<file path="src/rtl/uart_rx_deframer.sv">
// uart_rx_deframer
// Receives 11-bit UART frames (start, 8 data bits LSB first, even parity,
// stop) using 16x oversampling. Each completed frame is presented with a
// one-cycle valid strobe. Parity and framing error flags are delivered with it.
//
// Ports:
//   clk          system clock (CLK_HZ)
//   reset        asynchronous, active-low reset
//   baud_select  rate code, latched when a start bit is detected
//   Rx_EN        receiver enable; low aborts any frame and holds outputs
//   RxD          serial line, idle high, asynchronous to clk
//   Rx_DATA      last received byte
//   Rx_VALID     one-cycle strobe when a frame completes
//   Rx_PERROR    parity error of the last frame
//   Rx_FERROR    stop-bit error of the last frame
//
// Optional feature: define UART_RX_MAJORITY_VOTE_EN to decide every bit by a
// 2-of-3 vote of the samples at ticks 7, 8 and 9 of the bit. The decision
// then happens at tick 9. Without it, a single sample is taken at tick 8.
module uart_rx_deframer #(
    parameter int OVERSAMPLE = 16,
    parameter int CLK_HZ     = 50000000
) (
    input  logic       clk,
    input  logic       reset,
    input  logic [2:0] baud_select,
    input  logic       Rx_EN,
    input  logic       RxD,
    output logic [7:0] Rx_DATA,
    output logic       Rx_VALID,
    output logic       Rx_PERROR,
    output logic       Rx_FERROR
);

    // Divider = CLK_HZ / (OVERSAMPLE * baud), rounded to nearest.
    localparam logic [13:0] DIV_300    = 14'((CLK_HZ + OVERSAMPLE * 300 / 2) / (OVERSAMPLE * 300));
    localparam logic [13:0] DIV_1200   = 14'((CLK_HZ + OVERSAMPLE * 1200 / 2) / (OVERSAMPLE * 1200));
    localparam logic [13:0] DIV_4800   = 14'((CLK_HZ + OVERSAMPLE * 4800 / 2) / (OVERSAMPLE * 4800));
    localparam logic [13:0] DIV_9600   = 14'((CLK_HZ + OVERSAMPLE * 9600 / 2) / (OVERSAMPLE * 9600));
    localparam logic [13:0] DIV_19200  = 14'((CLK_HZ + OVERSAMPLE * 19200 / 2) / (OVERSAMPLE * 19200));
    localparam logic [13:0] DIV_38400  = 14'((CLK_HZ + OVERSAMPLE * 38400 / 2) / (OVERSAMPLE * 38400));
    localparam logic [13:0] DIV_57600  = 14'((CLK_HZ + OVERSAMPLE * 57600 / 2) / (OVERSAMPLE * 57600));
    localparam logic [13:0] DIV_115200 = 14'((CLK_HZ + OVERSAMPLE * 115200 / 2) / (OVERSAMPLE * 115200));

    localparam logic [3:0] LAST_TICK = 4'(OVERSAMPLE - 1);

`ifdef UART_RX_MAJORITY_VOTE_EN
    localparam logic [3:0] START_DECIDE = 4'd8;
`else
    localparam logic [3:0] START_DECIDE = 4'd7;
`endif

    typedef enum logic [2:0] {IDLE, START, DATA, PARITY, STOP} state_t;

    state_t      state_q, state_d;
    logic        rxd_meta_q, rxd_sync_q, rxd_prev_q;
    logic [13:0] div_val_q, div_val_d;
    logic [13:0] div_cnt_q, div_cnt_d;
    logic [3:0]  tick_cnt_q, tick_cnt_d;
    logic [2:0]  bit_cnt_q, bit_cnt_d;
    logic [7:0]  shift_q, shift_d;
    logic        perr_q, perr_d;
    logic [7:0]  rx_data_q, rx_data_d;
    logic        rx_valid_q, rx_valid_d;
    logic        rx_perror_q, rx_perror_d;
    logic        rx_ferror_q, rx_ferror_d;
    logic [13:0] baud_div;
    logic        tick;
    logic        falling;
    logic        bit_val;
    logic        mid_bit;

`ifdef UART_RX_MAJORITY_VOTE_EN
    logic [1:0]  hist_q, hist_d;
`endif

    // Baud code to clock divider.
    always_comb begin
        case (baud_select)
            3'b000:  baud_div = DIV_300;
            3'b001:  baud_div = DIV_1200;
            3'b010:  baud_div = DIV_4800;
            3'b011:  baud_div = DIV_9600;
            3'b100:  baud_div = DIV_19200;
            3'b101:  baud_div = DIV_38400;
            3'b110:  baud_div = DIV_57600;
            default: baud_div = DIV_115200;
        endcase
    end

    assign tick    = (div_cnt_q == div_val_q - 14'd1);
    assign falling = rxd_prev_q & ~rxd_sync_q;
    assign mid_bit = tick && (tick_cnt_q == LAST_TICK);

`ifdef UART_RX_MAJORITY_VOTE_EN
    // hist_q holds the two previous tick samples; vote with the current one.
    assign bit_val = (hist_q[1] & hist_q[0]) | (hist_q[1] & rxd_sync_q) | (hist_q[0] & rxd_sync_q);
`else
    assign bit_val = rxd_sync_q;
`endif

    // Next-state logic for the deframer FSM, counters and registered outputs.
    always_comb begin
        state_d     = state_q;
        div_val_d   = div_val_q;
        div_cnt_d   = div_cnt_q;
        tick_cnt_d  = tick_cnt_q;
        bit_cnt_d   = bit_cnt_q;
        shift_d     = shift_q;
        perr_d      = perr_q;
        rx_data_d   = rx_data_q;
        rx_valid_d  = 1'b0;
        rx_perror_d = rx_perror_q;
        rx_ferror_d = rx_ferror_q;
`ifdef UART_RX_MAJORITY_VOTE_EN
        hist_d      = hist_q;
`endif

        if (!Rx_EN) begin
            state_d    = IDLE;
            div_cnt_d  = '0;
            tick_cnt_d = '0;
        end else if (state_q == IDLE) begin
            div_cnt_d  = '0;
            tick_cnt_d = '0;
            if (falling) begin
                div_val_d = baud_div;
                bit_cnt_d = '0;
                state_d   = START;
            end
        end else begin
            div_cnt_d = tick ? 14'd0 : div_cnt_q + 14'd1;
            if (tick) begin
                tick_cnt_d = tick_cnt_q + 4'd1;
`ifdef UART_RX_MAJORITY_VOTE_EN
                hist_d     = {hist_q[0], rxd_sync_q};
`endif
            end

            case (state_q)
                START: begin
                    if (tick && tick_cnt_q == START_DECIDE) begin
                        if (!bit_val) begin
                            // Realign so later decisions land 16 ticks apart.
                            tick_cnt_d = '0;
                            state_d    = DATA;
                        end else begin
                            state_d = IDLE;
                        end
                    end
                end
                DATA: begin
                    if (mid_bit) begin
                        shift_d   = {bit_val, shift_q[7:1]};
                        bit_cnt_d = bit_cnt_q + 3'd1;
                        if (bit_cnt_q == 3'd7) begin
                            state_d = PARITY;
                        end
                    end
                end
                PARITY: begin
                    if (mid_bit) begin
                        perr_d  = (^shift_q) ^ bit_val;
                        state_d = STOP;
                    end
                end
                STOP: begin
                    // Back to IDLE mid-stop so a back-to-back start edge is seen.
                    if (mid_bit) begin
                        rx_data_d   = shift_q;
                        rx_perror_d = perr_q;
                        rx_ferror_d = ~bit_val;
                        rx_valid_d  = 1'b1;
                        state_d     = IDLE;
                    end
                end
                default: state_d = IDLE;
            endcase
        end
    end

    // State registers. Synchronizer and edge history preset to the idle level.
    always_ff @(posedge clk or negedge reset) begin
        if (!reset) begin
            state_q     <= IDLE;
            rxd_meta_q  <= 1'b1;
            rxd_sync_q  <= 1'b1;
            rxd_prev_q  <= 1'b1;
            div_val_q   <= '0;
            div_cnt_q   <= '0;
            tick_cnt_q  <= '0;
            bit_cnt_q   <= '0;
            shift_q     <= '0;
            perr_q      <= 1'b0;
            rx_data_q   <= '0;
            rx_valid_q  <= 1'b0;
            rx_perror_q <= 1'b0;
            rx_ferror_q <= 1'b0;
`ifdef UART_RX_MAJORITY_VOTE_EN
            hist_q      <= 2'b11;
`endif
        end else begin
            state_q     <= state_d;
            rxd_meta_q  <= RxD;
            rxd_sync_q  <= rxd_meta_q;
            rxd_prev_q  <= rxd_sync_q;
            div_val_q   <= div_val_d;
            div_cnt_q   <= div_cnt_d;
            tick_cnt_q  <= tick_cnt_d;
            bit_cnt_q   <= bit_cnt_d;
            shift_q     <= shift_d;
            perr_q      <= perr_d;
            rx_data_q   <= rx_data_d;
            rx_valid_q  <= rx_valid_d;
            rx_perror_q <= rx_perror_d;
            rx_ferror_q <= rx_ferror_d;
`ifdef UART_RX_MAJORITY_VOTE_EN
            hist_q      <= hist_d;
`endif
        end
    end

    assign Rx_DATA   = rx_data_q;
    assign Rx_VALID  = rx_valid_q;
    assign Rx_PERROR = rx_perror_q;
    assign Rx_FERROR = rx_ferror_q;

endmodule

</file>
<file path="config.mk">
export PLATFORM = sky130hd
export DESIGN_NAME = uart_rx_deframer
export DESIGN_NICKNAME = d
export VERILOG_FILES = /design/src/rtl/uart_rx_deframer.sv
export SDC_FILE = /design/constraint.sdc
export NUM_CORES = 1
export LEC_CHECK = 0
export ABC_AREA = 1
export CAP_MARGIN = 20
export CORE_UTILIZATION = 45
export DETAILED_ROUTE_END_ITERATION = 7
export PLACE_DENSITY = 0.73
export SYNTH_ARGS = -nofsm -noshare
export SYNTH_HDL_FRONTEND = slang
export SYNTH_SLANG_ARGS = --single-unit
</file>
<file path="constraint.sdc">
create_clock -name clk -period 2.4 [get_ports clk]
set_clock_uncertainty 0.2 [all_clocks]
set_input_delay 0.36 -clock clk [delete_from_list [all_inputs] [get_ports clk]]
set_output_delay 0.36 -clock clk [all_outputs]
set_load 0.005 [all_outputs]
</file>
* Yosys cells after proc, flatten, opt, wreduce, memory -nomap -nowiden
Index checks and enable logic that the tools add are counted.
** Word-level totals
- Bits in registers :: 61
- Output and inout port bits :: 11
- Input bits :: 7
- Word-level logic and storage cells :: 84
** Operators by class
- Equality and inequality tests :: 21
- Multiplexer cells :: 28
- Bitwise logic cells :: 4
- $add $sub $neg :: 4
- Reductions and logical operators :: 13
** Operators by type and width (number)
- $pmux W14 S7 :: 1
- $mux W14 :: 3
- $mux W3 :: 12
- $mux W4 :: 6
- $ne A4 B4 Y1 const B :: 5
- $reduce_and A4 Y1 :: 4
- $eq A3 B3 Y1 const B :: 5
- $add A14 B1 Y14 const B :: 1
- $eq A14 B14 Y1 :: 1
- $sub A14 B1 Y14 const B :: 1
- $eq A3 B2 Y1 const B :: 4
- $pmux W3 S4 :: 1
- $reduce_xor A8 Y1 :: 1
- $eq A3 B1 Y1 const B :: 2
- $logic_not A3 Y1 :: 2
- $reduce_and A6 Y1 :: 1
- $add A4 B1 Y4 const B :: 1
- $eq A4 B3 Y1 const B :: 1
- $eq A4 B4 Y1 const B :: 1
- $mux W1 :: 4
- $reduce_bool A2 Y1 :: 2
- $add A3 B1 Y3 const B :: 1
- $ne A3 B3 Y1 const B :: 1
- $reduce_and A3 Y1 :: 1
- 6 further kinds :: 8

* Depth between registers and ports, before layout
- Word-level depth :: 8
- Depth in mapped cells :: 17
- Gate-level depth less buffers :: 17

* Worst setup path after synthesis
OpenSTA, ideal clock, no wires.
- Path type :: register -> register
- From :: register div_val_q[0]
- To :: register shift_q[7]
- Cell stages (with the launch flop) :: 17
- Path buffers :: 1
- Required time :: 2.074 ns
- Setup time :: 0.126 ns
- Path slack :: -0.049 ns
- Data arrival time :: 2.123 ns
- Cells stage by stage :: dfrtp_1 -> inv_1 -> ha_1 -> nand2_4 -> nor2_4 -> nand2_1 -> nand2_1 -> nand2_1 -> inv_1 -> nand2_1 -> nor2_2 -> nand3_2 -> nor2_4 -> inv_2 -> nor3_4 -> buf_6 -> o21ai_0
** Between the ends
- Longest elaborated chain between the ends :: 4
** Ends and longest elaborated chain
- start: declaration :: line 57 : logic [13:0] div_val_q, div_val_d;
- start signal: assignment :: line 207 : div_val_q <= div_val_d;
- $sub A14 B1 Y14 :: line 91 : assign tick = (div_cnt_q == div_val_q - 14'd1);
- $eq A14 B14 Y1 :: line 91
- $logic_and A1 B1 Y1 :: line 93 : assign mid_bit = tick && (tick_cnt_q == LAST_TICK);
- $reduce_and A4 Y1 (no source line)
- end signal: assignment :: line 211 : shift_q <= shift_d;
- end: declaration :: line 61 : logic [7:0] shift_q, shift_d;
No other way between the ends.
A chain may end at the register's enable or synchronous reset.

* Worst setup path in the final report
- From :: register div_val_q[1]
- To :: register shift_q[6]
Same word-level chain as after synthesis.

==> results by group <==
Timing
  • Final count of hold timing violations: 0
  • Final period util: 104.7%
  • Peak Freq: 398.1 MHz
  • Slew Viols, Final: 0
  • Worst-margin pin slew: 0.5788 ns
  • RSZ-0062 raised after global routing: true
  • Final setup fails: 39
  • Slew HR: 61.41%
  • Min setup slack post-route: -0.1119 ns
  • Final Critical Period: 2.512 ns

Synthesis
  • Seq/Total Area, Yosys: 42.49%
  • Mean Syn Cell Area: around 7.4 sq um
  • #FFs+latches synth: ~60
  • Synth Area in Compound Gates: 8.980%
  • Post-Synthesis Cells: 469
  • Synth Cell Area: 3483 sq um
  • Top cell type's share of synthesized area: 40.23%
  • Ys Warns: 0
  • Synth cell types: 37
  • Synth top area cells: dfrtp_1 40%, nand2_1 14%, inv_1 7.0%
  • Post-synthesis simple-gate area fraction: 31.47%
  • Post-Syn Nets: 481
  • Top post-synthesis cells by count: 128 x nand2_1, 65 x inv_1, 56 x dfrtp_1
  • Largest family of logic cells by synthesized area: simple AND/OR/NAND/NOR gates
  • Largest area contributor in the netlist: dfrtp_1
  • Post-Synth XOR/XNOR Area: between 6 and 7%
  • Mux cell area share after synthesis: 0%
  • Post-synthesis adder-cell area fraction: around 1.8%
  • Most instantiated library cell after synthesis: nand2_1
  • Post-synth EDFFs: 0
  • Asr flop ratio synth: 100.0%
  • Main flop type after synthesis: dfrtp_1

Run status
  • Outcome: finished with violations
  • Failing checks: design-rule violations, negative setup slack

Critical path
  • Worst path required time: 2.47 ns
  • CP max FO: 8
  • CP Launch Type: flip-flop
  • Critical path class: flip-flop to flip-flop
  • Worst path arrival time: 2.58 ns
  • Critical Path End Type: flip-flop

Layout
  • Final cell count without fillers: 654
  • Share of cells above drive strength 1: between 20% and 30%
  • Area Overhead vs Synth: 33.23%
  • Ant diodes: 0
  • Nets: approximately 560
  • Final standard cell utilization of the core: 62.97%
  • Fill cells: 605

Route
  • Detail Route met3 WL: 431 microns
  • First-pass DRT Iterations: 7
  • Met1 WL: 3827 microns
  • Metal2 WL: 4444 microns
  • Via Count: 3370
  • Wire length per cell: 13.57 microns
  • Via density: 5.153
  • Antenna viol nets, final: 0
  • Routed Wire Length: ~8900 microns
  • DRC viols: 2
  • DR top layer: met4
  • Starting DRT DRC Count: 231

Pwr
  • Peak VDD IR: 0.0004445 V
  • PwrDens: 861.1 nW/um^2
  • LEAKAGE: 0.002152 uW

Clock tree
  • Num Clock Sinks: a little under 60
  • TritonCTS clock tree: done
  • Number of H-tree levels: 3
  • Root buf cell: clkbuf_8
  • Clock buffer count from CTS: 9
  • Clk_lat worst skew: 0.34 ns
  • Clock slew at reported path FFs: roughly 0.08 ns
  • Clk buf depth: 2

Job
  • Max cap viols: 0

Place
  • Placed Cells: between 600 and 700
  • HPWL after DPL: 6099 microns
  • Port bufs: 17
  • Pre-CTS worst setup slack: -0.1475 ns
  • RD Place Congestion: slightly above 0.9

Global route
  • Maximum number of pins on one net before global-route repair: 24
  • GRT Util Overall: ~22%
  • First-pass GRT wire length: approximately 14000 microns
  • Initial antenna violation count: 0
  • Vias in the first global route: 3201
  • Grt total ovfl: 0

Floorplan
  • Core Rows: 31
  • Num ports: 18
  • Total die area: approximately 8100 sq um
  • Initial Utilization: 47.27%
  • Width of the die: about 90 microns
  • Core Region: about 7400 sq um
  • Die Ht: 89.98 microns

Min path
  • Min-delay worst type: flip-flop to flip-flop
[repair_timing]
item	4_1_cts	5_1_grt
pin swaps	11	26
hold buffers	1	0
cloned	0	1
setup buffers	11	8
setup endpoints to repair	28	42
gates resized for setup	24	53
hold endpoints to repair	18	0
[routing by layer]
layer / vias to the layer above / global-route usage, %
met3: 19 / 3.469
li1: 1651 / -
met2: 86 / 37.76
met5: - / 0
met1: 1614 / 27.50
met4: 0 / 7.930
[cell families after synthesis]
family                     Yosys count
and+or+nand+nor                    248
DFF                                 59
buffers and inverters               74
xor gates and xnor gates            27
adders and majority gates            5
AOI/OAI and AO/OA                   56
[worst paths after layout]
check	from	endpoint	slack [ns]	cells after the start
hold reg to reg	rxd_meta_q	bit_val	0.15	0
setup / recovery	div_val_q[1]	shift_q[6]	-0.11	17
setup reg to reg	div_val_q[1]	shift_q[6]	-0.11	17
hold / removal	rxd_meta_q	bit_val	0.15	0
min in group asynchronous	reset	div_val_q[11]	0.35	2
max in group asynchronous	reset	div_cnt_q[3]	0.95	3
[power by group]
group          switching, uW  internal [uW]
Clock                    452            376
Combinational           1050            779
Sequential               197           1150
[cell usage in the layout (no fill, tap or decap), types with 3 or more instances in the layout]
cell type        instances
nor2_1                  44
nand4_1                 12
clkdlybuf4s50_1         16
buf_4                   51
a31oi_1                  3
nor2_2                   7
xnor2_1                  8
or2_2                    3
a21oi_1                 11
o21ai_2                  3
dfrtp_2                  3
dfstp_2                  3
inv_2                    5
nand3_2                  7
inv_1                   60
buf_6                    4
nor3_1                   7
o21ai_1                 18
o21ai_0                 11
xor2_1                  18
clkinvlp_4               5
ha_1                     4
dfrtp_1                 53
nor2_4                   7
nand2_1                107
clkbuf_8                 9
nand3_1                 24
nand2_2                 21
[layout make-up]
class / count / area, sq um / share of cell area (%)
multi-input combinational: 336 / 1926 / 41.49
inverter: 68 / 260.3 / 5.608
timing repair buffer: 76 / 668.1 / 14.40
clock buffer: 9 / 123.9 / 2.669
clock inverter: 7 / 55.05 / 1.186
sequential: 59 / 1484 / 31.98
tap: 99 / 123.9 / 2.669
[registers in the layout (all words and copies together), names as in the netlist]
name	cells
shift_q	8
Rx_FERROR	1
bit_cnt_q	3
tick_cnt_q	4
div_cnt_q	14
perr_q	1
Rx_DATA	8
div_val_q	12
state_q	3
bit_val	1
Rx_VALID	1
rxd_meta_q	1
Rx_PERROR	1
rxd_prev_q	1
[worst max-delay path, stage by stage (launching register included)]
cell       delay [ns]
dfrtp_1          0.42
inv_2            0.09
ha_4             0.18
nand2_8          0.08
nor2_4           0.12
nand2_2          0.07
nand2_2          0.07
nand2_1          0.08
inv_1            0.07
nand2_1          0.06
nor2_2           0.16
nand3_2          0.13
nor2_4           0.12
inv_2            0.06
nor3_4           0.21
clkbuf_16        0.21
nand2_1          0.06
o21ai_2          0.05
[per-stage QoR]
step	instance area, sq um	total power (uW)	setup TNS, ns	hold WS (ns)
6_report	4641	3996	-2.361	0.1545
5_1_grt	4641	4264	-8.158	0.1634
4_1_cts	4408	3747	-1.090	0.1594
3_5_place_dp	4055	2770	-1.783	0.1496
3_3_place_gp	4055	2740	-1.085	0.1482
2_1_floorplan	3496	2238	0	-0.1356
Note: power is estimated with default switching activity, not from simulation.
